`src/rtl/cpu_types_pkg.sv`:
```
// Basic machine types shared across the pipeline.
package cpu_types_pkg;

    localparam int WORD_W = 32;

    typedef logic [WORD_W-1:0] word_t;

endpackage

```
`src/rtl/pipeline_regs_pkg.sv`:
```
// Inter-stage latch layouts and the fetch-stage state encoding.
package pipeline_regs_pkg;

    import cpu_types_pkg::*;

    // Fetch/decode latch: instruction word plus the sequential return address.
    typedef struct packed {
        word_t instr;
        word_t pc_plus_4;
    } FD_t;

    typedef enum logic [1:0] {
        FETCH  = 2'd0,
        DRAIN  = 2'd1,
        HALTED = 2'd2
    } fetch_state_t;

    // Sequential successor, modulo 2^32 so the top word wraps to zero.
    function automatic word_t next_seq_pc(input word_t pc);
        return pc + 32'd4;
    endfunction

endpackage

```
`src/rtl/fetch_stage_if.sv`:
```
// Instruction-cache request/response bundle between fetch (master) and I-cache (slave).
interface fetch_stage_if;

    import cpu_types_pkg::*;

    logic  ihit;
    word_t imemload;
    logic  imemREN;
    word_t imemaddr;

    modport master (
        input  ihit,
        input  imemload,
        output imemREN,
        output imemaddr
    );

    modport slave (
        output ihit,
        output imemload,
        input  imemREN,
        input  imemaddr
    );

endinterface

```
`src/rtl/fetch_stage.sv`:
```
// Instruction fetch: PC register, I-cache request and registered FD latch to decode.
// Latency: a word hit in cycle n is on fd_out/fd_valid in cycle n+1; one instr/cycle on back-to-back hits.
// Backpressure: stall freezes pc and the FD latch; a miss inserts bubbles; a redirect during a miss drains it first.
module fetch_stage
    import cpu_types_pkg::*;
    import pipeline_regs_pkg::*;
#(
    parameter word_t PC_INIT = 32'h0000_0000
) (
    input  logic          CLK,
    input  logic          RST,
    fetch_stage_if.master imem,
    input  logic          stall,
    input  logic          redirect,
    input  word_t         redirect_pc,
    input  logic          halt,
    output FD_t           fd_out,
    output logic          fd_valid
);

    fetch_state_t state, state_n;
    word_t        pc, pc_n;
    word_t        pending, pending_n;
    word_t        pc_inc;
    FD_t          fd_n;
    logic         fd_valid_n;

    assign pc_inc        = next_seq_pc(pc);
    assign imem.imemaddr = pc;
    assign imem.imemREN  = (state != HALTED);

    always_ff @(posedge CLK) begin
        if (RST) begin
            state    <= FETCH;
            pc       <= PC_INIT;
            pending  <= '0;
            fd_out   <= '0;
            fd_valid <= 1'b0;
        end else begin
            state    <= state_n;
            pc       <= pc_n;
            pending  <= pending_n;
            fd_out   <= fd_n;
            fd_valid <= fd_valid_n;
        end
    end

    always_comb begin
        state_n    = state;
        pc_n       = pc;
        pending_n  = pending;
        fd_n       = fd_out;
        fd_valid_n = fd_valid;

        unique case (state)
            FETCH: begin
                if (halt) begin
                    state_n    = HALTED;
                    fd_n       = '0;
                    fd_valid_n = 1'b0;
                end else if (redirect) begin
                    fd_n       = '0;
                    fd_valid_n = 1'b0;
                    if (imem.ihit) begin
                        pc_n = redirect_pc;
                    end else begin
                        // Address must stay put until the cache answers; park the target.
                        pending_n = redirect_pc;
                        state_n   = DRAIN;
                    end
                end else if (stall) begin
                    // Hold everything; a word returned now is refetched after release.
                    pc_n = pc;
                end else if (imem.ihit) begin
                    fd_n.instr     = imem.imemload;
                    fd_n.pc_plus_4 = pc_inc;
                    fd_valid_n     = 1'b1;
                    pc_n           = pc_inc;
                end else begin
                    fd_n       = '0;
                    fd_valid_n = 1'b0;
                end
            end

            DRAIN: begin
                fd_n       = '0;
                fd_valid_n = 1'b0;
                if (halt) begin
                    state_n = HALTED;
                end else begin
                    if (redirect) begin
                        pending_n = redirect_pc;
                    end
                    if (imem.ihit) begin
                        // Newest target wins even when it arrives with the draining hit.
                        pc_n    = redirect ? redirect_pc : pending;
                        state_n = FETCH;
                    end
                end
            end

            HALTED: begin
                fd_n       = '0;
                fd_valid_n = 1'b0;
            end

            default: begin
                state_n    = FETCH;
                fd_n       = '0;
                fd_valid_n = 1'b0;
            end
        endcase
    end

endmodule

```
`src/flat_wrapper.sv`:
```
// flat-port wrapper written by rule: the top's interface ports become plain ports
module fetch_stage_flat import cpu_types_pkg::*; import pipeline_regs_pkg::*;
#(
    parameter word_t PC_INIT = 32'h0000_0000
)
  (CLK, RST, stall, redirect, redirect_pc, halt, fd_out, fd_valid, imem_ihit, imem_imemload, imem_imemREN, imem_imemaddr);
  fetch_stage_if imem_i ();
  input  logic CLK;
  input  logic RST;
  input  logic stall;
  input  logic redirect;
  input  word_t redirect_pc;
  input  logic halt;
  output FD_t fd_out;
  output logic fd_valid;
  input wire logic [$bits(imem_i.ihit)-1:0] imem_ihit;
  input wire logic [$bits(imem_i.imemload)-1:0] imem_imemload;
  output wire logic [$bits(imem_i.imemREN)-1:0] imem_imemREN;
  output wire logic [$bits(imem_i.imemaddr)-1:0] imem_imemaddr;
  assign imem_i.ihit = imem_ihit;
  assign imem_i.imemload = imem_imemload;
  assign imem_imemREN = imem_i.imemREN;
  assign imem_imemaddr = imem_i.imemaddr;
  fetch_stage #(.PC_INIT(PC_INIT)) u_core (.CLK(CLK), .RST(RST), .imem(imem_i), .stall(stall), .redirect(redirect), .redirect_pc(redirect_pc), .halt(halt), .fd_out(fd_out), .fd_valid(fd_valid));
endmodule
```
`config.mk`:
```
export PLATFORM = sky130hd
export DESIGN_NAME = fetch_stage_flat
export DESIGN_NICKNAME = d
export VERILOG_FILES = /design/src/rtl/cpu_types_pkg.sv /design/src/rtl/pipeline_regs_pkg.sv /design/src/rtl/fetch_stage_if.sv /design/src/rtl/fetch_stage.sv /design/src/flat_wrapper.sv
export SDC_FILE = /design/constraint.sdc
export NUM_CORES = 1
export LEC_CHECK = 0
export CORE_UTILIZATION = 48
export DETAILED_ROUTE_END_ITERATION = 10
export PLACE_DENSITY_LB_ADDON = 0.3
export SYNTH_ARGS = -nofsm -noshare
export SYNTH_HDL_FRONTEND = slang
export SYNTH_SLANG_ARGS = --single-unit
```
`constraint.sdc`:
```
create_clock -name CLK -period 2.3 [get_ports CLK]
set_input_delay 0.46 -clock CLK [delete_from_list [all_inputs] [get_ports CLK]]
set_output_delay 0.46 -clock CLK [all_outputs]
set_load 0.01 [all_outputs]
```
== Word-level counts from Yosys, hierarchy flattened ==
Cells that the tools add are included.

* Input bits: 70
* Output and inout port bits: 98
* Flip-flop bits (word level): 131
* Word-level logic and storage cells: 50

* Equal/unequal tests: 13
* Bitwise gates (word level): 2
* $add $sub $neg: 1
* Reduce and logical (&&, ||, !) cells: 6
* Muxes and demuxes: 22

{| class="wikitable"
|+ Operators by type and width
! cell !! count
|-
| two-way mux 32 bit || 12
|-
| one-hot mux 32 bit (2 select lines) || 2
|-
| two-way mux 64 bit || 1
|-
| adder 32 x 3 -> 32 bit, second input constant || 1
|-
| inequality test 2 bit, second input constant || 7
|-
| inequality test 3 bit, second input constant || 4
|-
| two-way mux 2 bit || 5
|-
| one-hot mux 2 bit (3 select lines) || 1
|-
| AND reduction 6 bit || 1
|-
| AND reduction 5 bit || 1
|-
| AND reduction 4 bit || 1
|-
| OR reduction 4 bit || 1
|-
| == test 2 x 1 -> 1 bit, second input constant || 1
|-
| == test 2 bit, second input constant || 1
|-
| logical NOT 2 bit || 1
|-
| NOT 1 bit || 2
|-
| nonzero test 2 bit || 1
|-
| two-way mux 1 bit || 1
|}

== Longest topological paths before layout ==
* Word-level depth: 6
* Gate-level depth with buffers: 8

== Worst setup path before layout ==
No wires, ideal clock.

* Path type: flip-flop to flip-flop
* Start: reg u_core.pc[2], in the netlist u_core.imem.imemaddr[2]
* End: reg u_core.pc[28], in the netlist u_core.imem.imemaddr[28]
* Buffers on the path: 1
* Cell stages (with the launch flop): 8
* Path slack: 352 ps
* Arrival time: 1874 ps
* Path through: dfxtp_1 > ha_1 > clkbuf_1 > inv_1 > nor2_2 > nand4_4 > or4_1 > a31oi_1

* Word-level cells in the longest chain between the ends: 6

{| class="wikitable"
|+ RTL lines
! what !! line !! source
|-
| from (decl) || fetch_stage.sv:22 || <nowiki>word_t pc, pc_n;</nowiki>
|-
| from (signal assigned) || fetch_stage.sv:41 || <nowiki>pc <= pc_n;</nowiki>
|-
| adder 32 x 3 -> 32 bit || pipeline_regs_pkg.sv:20 || <nowiki>return pc + 32'd4;</nowiki>
|-
| two-way mux 32 bit || fetch_stage.sv:74 || <nowiki>end else if (imem.ihit) begin</nowiki>
|-
| two-way mux 32 bit || fetch_stage.sv:71 || <nowiki>end else if (stall) begin</nowiki>
|-
| two-way mux 32 bit || fetch_stage.sv:61 || <nowiki>end else if (redirect) begin</nowiki>
|-
| two-way mux 32 bit || fetch_stage.sv:57 || <nowiki>if (halt) begin</nowiki>
|-
| one-hot mux 32 bit (2 select lines) || fetch_stage.sv:55 || <nowiki>unique case (state)</nowiki>
|}

No other way between the ends. The select of a mux whose other input is x is not followed.
A chain may end at the register's enable or synchronous reset.

== Final worst setup path ==
* Start: reg u_core.state[0]
* End: out imem_imemREN

* Word-level cells in the longest chain between the ends: 1

{| class="wikitable"
|+ RTL lines
! what !! line !! source
|-
| from (decl) || fetch_stage.sv:21 || <nowiki>fetch_state_t state, state_n;</nowiki>
|-
| from (signal assigned) || fetch_stage.sv:40 || <nowiki>state <= state_n;</nowiki>
|-
| inequality test 2 bit || fetch_stage.sv:30 || <nowiki>assign imem.imemREN = (state != HALTED);</nowiki>
|-
| to (decl) || flat_wrapper.sv:18 || <nowiki>output wire logic [$bits(imem_i.imemREN)-1:0] imem_imemREN;</nowiki>
|}

No other way between the ends.

==> impl_metrics.yaml <==
status:
  status: "finished, final reports clean"
routing:
  wl_per_cell_um: 17.4
  wl_mm: 19.4
  ant_nets: 0
  drc: 0
  dr.pass1.iters: 5
  vias: 6350
  avgViaCountPerCell: 5.71
  drt_iter0_markers: 578
worst_setup_path:
  worstSetupPathType: "reg2out"
  worstReg2RegStart: "u_core.imem.imemaddr[6]$_SDFFE_PP0P_"
  start_kind: "flop"
  r2r_end: "u_core.imem.imemaddr[25]$_SDFFE_PP0P_"
  cp_data_arrival_time_ns: 1.62
  cp.required_ns: 1.84
  crit_path_max_fanout: 6
  ff2ff_path_depth: 6
  ff2ff_setup_slack_ns: 0.23
  cp-end-kind: "primary output"
timing:
  period_needed_ns: 2.08
  hold_violations: 0
  period_share: 0.906
  finalSetupViolCount: 0
  clock_skew_ns: 0.00901
  tightest_slew_ns: 0.488
  slew_viol_final: 0
  fmaxAchievable_mhz: 480
  slew_headroom: 0.671
  rsz0062_at_grt: "false"
power:
  swShare: 0.262
  power.leakage_nw: 2.98
  power_density_mw_per_mm2: 626
  switching_power_mw: 1.42
  seq_power_share: 0.439
  power_mw: 5.42
  irDropWorstVdd_mv: 0.405
  power_frac_comb: 0.113
  pwr-share-clk: 0.449
  p_int_mw: 4.00
die:
  die_w_um: 114
  ios: 168
  rows: 40
  core_area_mm2: 0.0121
  die_area_mm2: 0.0129
  fp.dieH_um: 114
  initial_utilization: 0.495
min_path:
  hold_depth: 3
  min_from: "RST"
  min_to: "u_core.state[0]$_SDFFE_PP0P_"
  holdCritPathClass: "in2reg"
layout:
  nFillCells: 943
  antenna_cells: 0
  area_delta_synth_final_pct: 45.1
  final_cell_mix: "166 x clkdlybuf4s50_1, 137 x nand2_1, 131 x dfxtp_1"
  drive_above_1_share: 0.106
  finish.utilization: 0.718
  fin_nets: 1003
  final_common_cell: "clkdlybuf4s50_1"
cts:
  hold_buffers: 0
  numCtsBuffers: 17
  cts_setup_buffers: 0
  cts_tree: "yes"
  ctsResizeCount: 0
  clock-sinks: 131
  htree_levels: 4
  cts_buffer_depth: 2
  cts.reportedPaths.clkPinSlew_ns: 0.06
  clkLatencyLatePin_ns: 0.42
  clockRootBuffer: "clkbuf_16"
placement:
  gp_congestion: 0.916
  hpwl_mm: 14.0
  portBuffers: 167
global_routing:
  grt_max_degree: 46
  grt.total_usage: 0.306
  grt_pass1_wl_mm: 30.9
  antenna_found_initial: 0
  grt_pass1_vias: 6035
  grt-ovfl-total: 0
synth:
  ys_ff_latch: 131
  ys_seq_area_frac: 0.439
  synth_async_sr_flop_share: 0
  syn_inst: 751
  synth-main-ff-cell: "dfxtp_1"
  synth_edf_count: 0
  yosysUniqueCellTypes: 59
  synth_warnings: 0
  synth.cell_area_mm2: 0.00597
  synth_nets: 822
  syn_area_per_cell_um2: 7.95
flow_run:
  cap_violations: 0
[power by group through the flow]
stage | Clock (mW) | Sequential [mW] | Combinational, mW
global placement | 0 | 2.42 | 0.584
floorplan | 0 | 2.42 | 0.255
detailed placement | 0 | 2.43 | 0.599
global route | 2.55 | 2.38 | 0.655
finish | 2.43 | 2.38 | 0.611
CTS | 2.46 | 2.38 | 0.604
[critical path, stage by stage, from the launching register on]
cell	delay (ns)
dfxtp_1	0.47
nand2b_1	0.17
clkdlybuf4s50_1	0.56
[stage by stage]
step / setup TNS, ns / area (um^2) / setup WS, ns / instances / hold WS (ns)
2_1_floorplan: 0 / 5970 / 0.352 / 751 / 0.432
3_3_place_gp: 0 / 8120 / 0.0346 / 1081 / 0.434
3_5_place_dp: -0.150 / 8120 / -0.0508 / 1081 / 0.443
4_1_cts: 0 / 8660 / 0.207 / 1113 / 0.391
5_1_grt: 0 / 8660 / 0.0824 / 1113 / 0.426
6_report: 0 / 8660 / 0.216 / 1113 / 0.401
[synth_stat cells (6+ instances only)]
library cell,number,area share
nand2_1,137,0.086
nor2_1,62,0.039
inv_1,10,0.0063
xor2_1,13,0.019
a21oi_1,62,0.052
a221oi_1,6,0.0088
clkbuf_1,45,0.028
o21ai_0,49,0.041
nand3_1,35,0.029
nand2b_1,8,0.0084
xnor2_1,14,0.021
a22oi_1,40,0.050
nand4_1,17,0.018
nor3_1,11,0.0092
a31oi_1,9,0.0094
and3_1,14,0.015
buf_2,8,0.0067
dfxtp_1,131,0.44
[how the worst max path moves through the flow]
stage / from / end / slack [ns] / cells past startpoint
finish: u_core.state[0]$_SDFFE_PP0P_ / imem_imemREN / 0.22 / 2
detailed placement: imem_ihit / u_core.imem.imemaddr[22]$_SDFFE_PP0P_ / -0.05 / 7
floorplan: u_core.imem.imemaddr[2]$_SDFFE_PP0P_ / u_core.imem.imemaddr[28]$_SDFFE_PP0P_ / 0.35 / 7
global placement: imem_ihit / u_core.imem.imemaddr[22]$_SDFFE_PP0P_ / 0.03 / 7
CTS: u_core.state[0]$_SDFFE_PP0P_ / imem_imemREN / 0.21 / 2
global route: u_core.imem.imemaddr[6]$_SDFFE_PP0P_ / u_core.imem.imemaddr[28]$_SDFFE_PP0P_ / 0.08 / 6
[flip-flops by register name, indices dropped and copies added (netlist names)]
| name | cells |
|---|---|
| u_core.fd_out | 64 |
| u_core.fd_valid | 1 |
| u_core.imem.imemaddr | 32 |
| u_core.pending | 32 |
| u_core.state | 2 |
[logic make-up (layout without fill, tap and decap cells)]
family / count (synthesis) / count (layout) / share of synthesized area
AO/OA/AOI/OAI: 203 / 203 / 0.217
XOR/XNOR: 27 / 27 / 0.0396
adder cells (fa/ha/maj): 1 / 1 / 0.00210
buffers and inverters: 71 / 265 / 0.0486
flip-flops: 131 / 131 / 0.439
multiplexers: 4 / 4 / 0.00692
AND/OR/NAND/NOR: 314 / 314 / 0.246
[routing by layer]
| metal | up-vias | track usage | wire length (um) |
|---|---|---|---|
| li1 | 3023 | - | - |
| met1 | 3006 | 0.405 | 8440 |
| met2 | 299 | 0.510 | 9230 |
| met3 | 22 | 0.0531 | 1470 |
| met4 | 0 | 0.0965 | 254 |
| met5 | - | 0 | 0 |
[area by class of cell]
cell class,instances,area (um^2),share of cell area
Timing Repair Buffer,222,2180,0.252
Tap cell,168,210,0.0243
Clock inverter,14,109,0.0126
Clock buffer,18,429,0.0496
Inverter,11,41.3,0.00477
Sequential cell,131,2620,0.303
Multi-Input combinational cell,549,3070,0.354
(Power assumes the default switching activity.)
